## config.mk

```make
export PLATFORM = sky130hd
export DESIGN_NAME = reg_file
export DESIGN_NICKNAME = d
export VERILOG_FILES = /design/src/rtl/register_types.sv /design/src/rtl/reg_scoreboard.sv /design/src/rtl/reg_file.sv
export SDC_FILE = /design/constraint.sdc
export NUM_CORES = 1
export LEC_CHECK = 0
export CORE_UTILIZATION = 55
export DETAILED_ROUTE_END_ITERATION = 10
export GPL_TIMING_DRIVEN = 0
export HOLD_SLACK_MARGIN = 0.12
export PLACE_DENSITY = 0.76
export SKIP_LAST_GASP = 1
export SLEW_MARGIN = 20
export SYNTH_ARGS = -nofsm -noshare
export SYNTH_HDL_FRONTEND = slang
export SYNTH_SLANG_ARGS = --single-unit
```

## constraint.sdc

```tcl
create_clock -name clk -period 4 [get_ports clk]
set_input_delay 0.6 -clock clk [delete_from_list [all_inputs] [get_ports clk]]
set_output_delay 0.6 -clock clk [all_outputs]
set_load 0.005 [all_outputs]
```

## src/rtl/register_types.sv

```systemverilog
// Shared register-select definitions for the CPU datapath.
// cmd_t encodes NONE (0) and r0..r7 (1..8); 9..15 are illegal encodings.
// sel_valid() flags r0..r7, sel_idx() maps a valid selector to its storage index.
package register_types;

  localparam int unsigned NUM_REGS = 8;
  localparam int unsigned IDX_W    = 3;
  localparam int unsigned SEL_W    = 4;

  typedef enum logic [SEL_W-1:0] {
    NONE = 4'd0,
    R0   = 4'd1,
    R1   = 4'd2,
    R2   = 4'd3,
    R3   = 4'd4,
    R4   = 4'd5,
    R5   = 4'd6,
    R6   = 4'd7,
    R7   = 4'd8
  } cmd_t;

  // True only for r0..r7; NONE and 9..15 are "no register".
  function automatic logic sel_valid(input cmd_t sel);
    return (SEL_W'(sel) >= SEL_W'(R0)) && (SEL_W'(sel) <= SEL_W'(R7));
  endfunction

  // Storage index of a selector; only meaningful when sel_valid() is true.
  function automatic logic [IDX_W-1:0] sel_idx(input cmd_t sel);
    return IDX_W'(SEL_W'(sel) - SEL_W'(1));
  endfunction

  // Encodings 9..15 are illegal.
  function automatic logic sel_illegal(input cmd_t sel);
    return SEL_W'(sel) > SEL_W'(R7);
  endfunction

endpackage

```

## src/rtl/reg_scoreboard.sv

```systemverilog
// Pending-write scoreboard: one pending bit per register and the issue stall.
// Ports: clk, rst_n; rd_sel_a/rd_sel_b read selectors; wr_en/wr_sel write-back
// (clears pending); iss_en/iss_sel issue (sets pending); stall (combinational).
// Macro REG_FILE_BYPASS_EN: RAW hazards on the register being written back
// this cycle are suppressed, since the read port forwards wr_data.
module reg_scoreboard
  import register_types::*;
(
  input  logic             clk,
  input  logic             rst_n,
  input  logic [SEL_W-1:0] rd_sel_a,
  input  logic [SEL_W-1:0] rd_sel_b,
  input  logic             wr_en,
  input  logic [SEL_W-1:0] wr_sel,
  input  logic             iss_en,
  input  logic [SEL_W-1:0] iss_sel,
  output logic             stall
);

  logic [NUM_REGS-1:0] pending;
  logic [NUM_REGS-1:0] set_mask;
  logic [NUM_REGS-1:0] clr_mask;
  logic                raw_a;
  logic                raw_b;
  logic                waw;

  // One-hot set/clear requests from issue and write-back.
  always_comb begin
    set_mask = '0;
    clr_mask = '0;
    if (iss_en && sel_valid(cmd_t'(iss_sel))) set_mask[sel_idx(cmd_t'(iss_sel))] = 1'b1;
    if (wr_en && sel_valid(cmd_t'(wr_sel)))   clr_mask[sel_idx(cmd_t'(wr_sel))]   = 1'b1;
  end

  // Set is applied after clear so a same-register issue stays outstanding.
  always_ff @(posedge clk or negedge rst_n) begin
    if (!rst_n) pending <= '0;
    else        pending <= (pending & ~clr_mask) | set_mask;
  end

  // Hazard detection on the current selectors.
  always_comb begin
    raw_a = sel_valid(cmd_t'(rd_sel_a)) && pending[sel_idx(cmd_t'(rd_sel_a))];
    raw_b = sel_valid(cmd_t'(rd_sel_b)) && pending[sel_idx(cmd_t'(rd_sel_b))];
`ifdef REG_FILE_BYPASS_EN
    if (wr_en && (wr_sel == rd_sel_a)) raw_a = 1'b0;
    if (wr_en && (wr_sel == rd_sel_b)) raw_b = 1'b0;
`endif
    waw   = iss_en && sel_valid(cmd_t'(iss_sel)) && pending[sel_idx(cmd_t'(iss_sel))];
    stall = raw_a || raw_b || waw;
  end

endmodule

```

## src/rtl/reg_file.sv

```systemverilog
// Eight-entry register file: two registered read ports, one write port,
// pending-write scoreboard (reg_scoreboard) and a sticky illegal-selector flag.
// Ports: clk, rst_n; rd_sel_a/b -> rd_data_a/b (1-cycle latency); wr_en,
// wr_sel, wr_data write-back; iss_en, iss_sel issue; stall (combinational);
// sel_err (sticky until reset).
// Macro REG_FILE_BYPASS_EN: same-cycle write/read of one register forwards
// wr_data to the read port; otherwise the read returns the pre-write value.
module reg_file
  import register_types::*;
#(
  parameter int unsigned WIDTH = 16
) (
  input  logic             clk,
  input  logic             rst_n,
  input  logic [SEL_W-1:0] rd_sel_a,
  input  logic [SEL_W-1:0] rd_sel_b,
  output logic [WIDTH-1:0] rd_data_a,
  output logic [WIDTH-1:0] rd_data_b,
  input  logic             wr_en,
  input  logic [SEL_W-1:0] wr_sel,
  input  logic [WIDTH-1:0] wr_data,
  input  logic             iss_en,
  input  logic [SEL_W-1:0] iss_sel,
  output logic             stall,
  output logic             sel_err
);

  logic [WIDTH-1:0] regs [NUM_REGS];
  logic [WIDTH-1:0] rd_next_a;
  logic [WIDTH-1:0] rd_next_b;
  logic             wr_valid;
  logic             err_now;

  assign wr_valid = wr_en && sel_valid(cmd_t'(wr_sel));
  assign err_now  = sel_illegal(cmd_t'(rd_sel_a)) || sel_illegal(cmd_t'(rd_sel_b)) ||
                    (wr_en && sel_illegal(cmd_t'(wr_sel))) ||
                    (iss_en && sel_illegal(cmd_t'(iss_sel)));

  // Read-port next values; "no register" selectors read as zero.
  always_comb begin
    rd_next_a = '0;
    rd_next_b = '0;
    if (sel_valid(cmd_t'(rd_sel_a))) rd_next_a = regs[sel_idx(cmd_t'(rd_sel_a))];
    if (sel_valid(cmd_t'(rd_sel_b))) rd_next_b = regs[sel_idx(cmd_t'(rd_sel_b))];
`ifdef REG_FILE_BYPASS_EN
    if (wr_valid && (wr_sel == rd_sel_a)) rd_next_a = wr_data;
    if (wr_valid && (wr_sel == rd_sel_b)) rd_next_b = wr_data;
`endif
  end

  // Storage, read registers and sticky error flag.
  always_ff @(posedge clk or negedge rst_n) begin
    if (!rst_n) begin
      for (int unsigned i = 0; i < NUM_REGS; i++) regs[i] <= '0;
      rd_data_a <= '0;
      rd_data_b <= '0;
      sel_err   <= 1'b0;
    end else begin
      if (wr_valid) regs[sel_idx(cmd_t'(wr_sel))] <= wr_data;
      rd_data_a <= rd_next_a;
      rd_data_b <= rd_next_b;
      if (err_now) sel_err <= 1'b1;
    end
  end

  reg_scoreboard u_scoreboard (
    .clk      (clk),
    .rst_n    (rst_n),
    .rd_sel_a (rd_sel_a),
    .rd_sel_b (rd_sel_b),
    .wr_en    (wr_en),
    .wr_sel   (wr_sel),
    .iss_en   (iss_en),
    .iss_sel  (iss_sel),
    .stall    (stall)
  );

endmodule

```

==> flow_summary.yaml <==
clock_tree:
  clock_latency_ns: 0.43
  cts_made_buffers: 17
  cts_tree: "done"
  cts_root_buf: "clkbuf_16"
  hold_buffers: 0
  htreeDepth: 4
  clock_sinks: 169
  clkTransAtPathRegs_ns: 0.06
  post_cts_buffers: 0
  clockBufferDepth: 2
setup_path:
  timing.rr.end: "rd_data_b[15]"
  critPathArrivalTime_ns: 3.26
  cp-start-kind: "input pin"
  cp_cell_sequence: "clkdlybuf4s50_1 > clkbuf_8 > inv_1 > ha_4 > mux4_2 > mux2i_1 > o22a_1 > o21ai_0 > clkdlybuf4s50_1"
  cp_max_fo: 17
  required_ns: 3.40
  critPathCaptureType: "output pin"
  crit_slowest_cell: "mux4_2"
  path_class: "input pin to output pin"
  timing.rr.start: "regs[127]"
  crit_path_max_incr_delay_ns: 0.52
  r2r_slack_ns: 2.74
  r2r_cells: 3
  cp_common_cell: "clkdlybuf4s50_1"
synth:
  netlist_instances: 578
  synthesis.area_mm2: 0.00849
  ys_warn_count: 0
  syn_nets: 625
  ys_seq_elements: 169
  avgSynthCellArea_um2: 14.7
  synth_seq_area_share: 0.498
  ys_types: 34
power:
  irDropWorstVdd_v: 0.000376
  leakage_uw: 0.00430
  p_per_area_mw_per_mm2: 588
place:
  dpl_worst_slack_ns: -1.08
  hpwlAfterDp_um: 13600
  io_buffers: 69
  gp_congestion: 0.861
die:
  fp.coreArea_mm2: 0.0151
  ios: 70
  fp-row-count: 45
  die-area_mm2: 0.0159
  die_w_um: 126
  initial_utilization: 0.560
  dieHeight_um: 126
cells_and_area:
  area_growth_pct: 20.1
  antenna_cells: 0
  drive_gt1_frac: 0.380
  regArea_mm2: 0.00423
  multi_input_area_mm2: 0.00407
  nets: 711
  fill_cells: 1052
route:
  drc: 0
  first_iter_violations: 430
  detail_route.wl_per_cell_um: 24.2
  dr_total_vias: 5521
  finalWirelength_um: 20900
  ant_nets: 0
  first_pass_iters: 5
  via_per_inst: 6.39
sta:
  tns_ns: 0
  slew_viol_final: 0
  fin_skew_ns: 0.00714
  hold_viol: 0
  worst_slack_ns: 0.143
  fin_crit_sh: 0.964
  fin_crit_ns: 3.86
  max_freq_mhz: 259
  worst_pin_slew_ns: 1.09
  finalSetupViolations: 0
  timing.slew.headroom: 0.268
  rsz0062_at_grt: "false"
job:
  maxCapViolCount: 0
global_routing:
  grt_pass1_vias: 5864
  grt_use_total: 0.284
  grt_max_degree: 96
  grt_overflow: 0
  grt_pass1_wl_um: 33100
  antenna_found_initial: 0
hold_path:
  hold_class: "input pin to async pin"
run_status:
  status: "finished clean"
==> Yosys cell counts (all sizes together) <==
cell	instances	area, um^2
mux2i	3	30.0
nor2	6	22.5
a21o	1	7.51
clkbuf	17	63.8
o2bb2ai	2	17.5
ha	11	138
mux4	70	1580
o21ai	2	10.0
and3	4	25.0
nand3	4	20.0
xnor2	4	35.0
buf	19	141
dfrtp	169	4230
nand4	1	6.26
inv	15	56.3
nor4b	3	41.3
mux2	128	1440
a211o	1	8.76
nand2b	3	21.3
o41ai	1	8.76
nand2	68	265
a22o	2	17.5
xor2	4	35.0
a21oi	33	165
o22a	1	8.76
a32o	4	40.0
a2111oi	2	55.1
==> metal layers <==
layer,routed length (um),vias up,GRT usage
met3,1370,43,0.0658
met1,8480,2924,0.374
met4,507,0,0.0964
met2,10600,237,0.468
met5,0,-,0
li1,-,2317,-
==> final cells by class <==
type / count / share of cell area
inverter: 15 / 0.00552
sequential: 169 / 0.415
multi-input combinational: 358 / 0.399
buffer: 32 / 0.0210
clock inverter: 11 / 0.0189
timing repair buffer: 71 / 0.0717
tap: 188 / 0.0231
clock buffer: 20 / 0.0458
==> through the flow <==
stage	instances	utilization	hold slack, ns	area (um^2)	total power [uW]
after floorplan	578	-	0.304	8490	3580
after global placement	835	0.621	0.476	9410	4030
after detailed placement	837	0.625	0.498	9460	4150
after CTS	865	0.672	0.165	10200	5990
after global routing	864	0.673	0.193	10200	6250
final	864	0.673	0.144	10200	5990
==> layout by cell type, fill, tap and decap left out, drive strengths merged, types with 4 or more instances in the layout <==
cell and count:
dfrtp 169, mux2 128, mux4 70, clkdlybuf4s50 68
nand2 68, a21oi 33, clkbuf 33, buf 22
inv 16, ha 11, nor2 6, bufinv 5
xnor2 4, a32o 4, and3 4, nand3 4
xor2 4
==> report_power, final <==
part           internal [uW]  switching, uW  total [uW]  leakage [uW]
sequential              2240            362        2600       0.00209
clock                   1150            677        1830      0.000318
combinational            999            556        1550       0.00190
total                   4400           1590        5990       0.00430
==> state kept, by name (all words and copies together), names as in the netlist <==
signal,count
rd_data_b,16
rd_data_a,16
u_scoreboard.pending,8
regs,128
sel_err,1
==> worst max-delay path by stage <==
stage | start | slack (ns) | end
6_report | rd_sel_a[0] | 0.14 | stall
5_1_grt | rd_sel_b[0] | 0.01 | stall
4_1_cts | rd_sel_a[0] | 0.04 | stall
3_5_place_dp | rd_sel_a[0] | -1.08 | stall
3_3_place_gp | rst_n | -4.24 | regs[19]
2_1_floorplan | rd_sel_a[0] | 0.66 | stall
==> critical path: cells and delay by family <==
kind | cells | cell delay (ns)
buf+inv | 4 | 1.39
mux | 2 | 0.68
fa+ha+maj | 1 | 0.35
compound gates | 2 | 0.22
==> repair_timing <==
action                                  in CTS  in global routing
endpoints found under the setup margin       3                  1
cloned                                       0                  0
gates resized for setup                     16                  6
==> kinds of logic (layout without fill, tap and decap cells) <==
| logic type | count (synthesis) | in the layout | share of synthesized area |
|---|---|---|---|
| muxes | 201 | 201 | 0.359 |
| DFF | 169 | 169 | 0.498 |
| and+or+nand+nor | 89 | 89 | 0.0473 |
| buffers and inverters | 51 | 149 | 0.0308 |
| AOI/OAI and AO/OA | 49 | 49 | 0.0400 |
| adders and majority gates | 11 | 11 | 0.0162 |
| xor gates and xnor gates | 8 | 8 | 0.00826 |
Power figures use the tool's default switching activity.
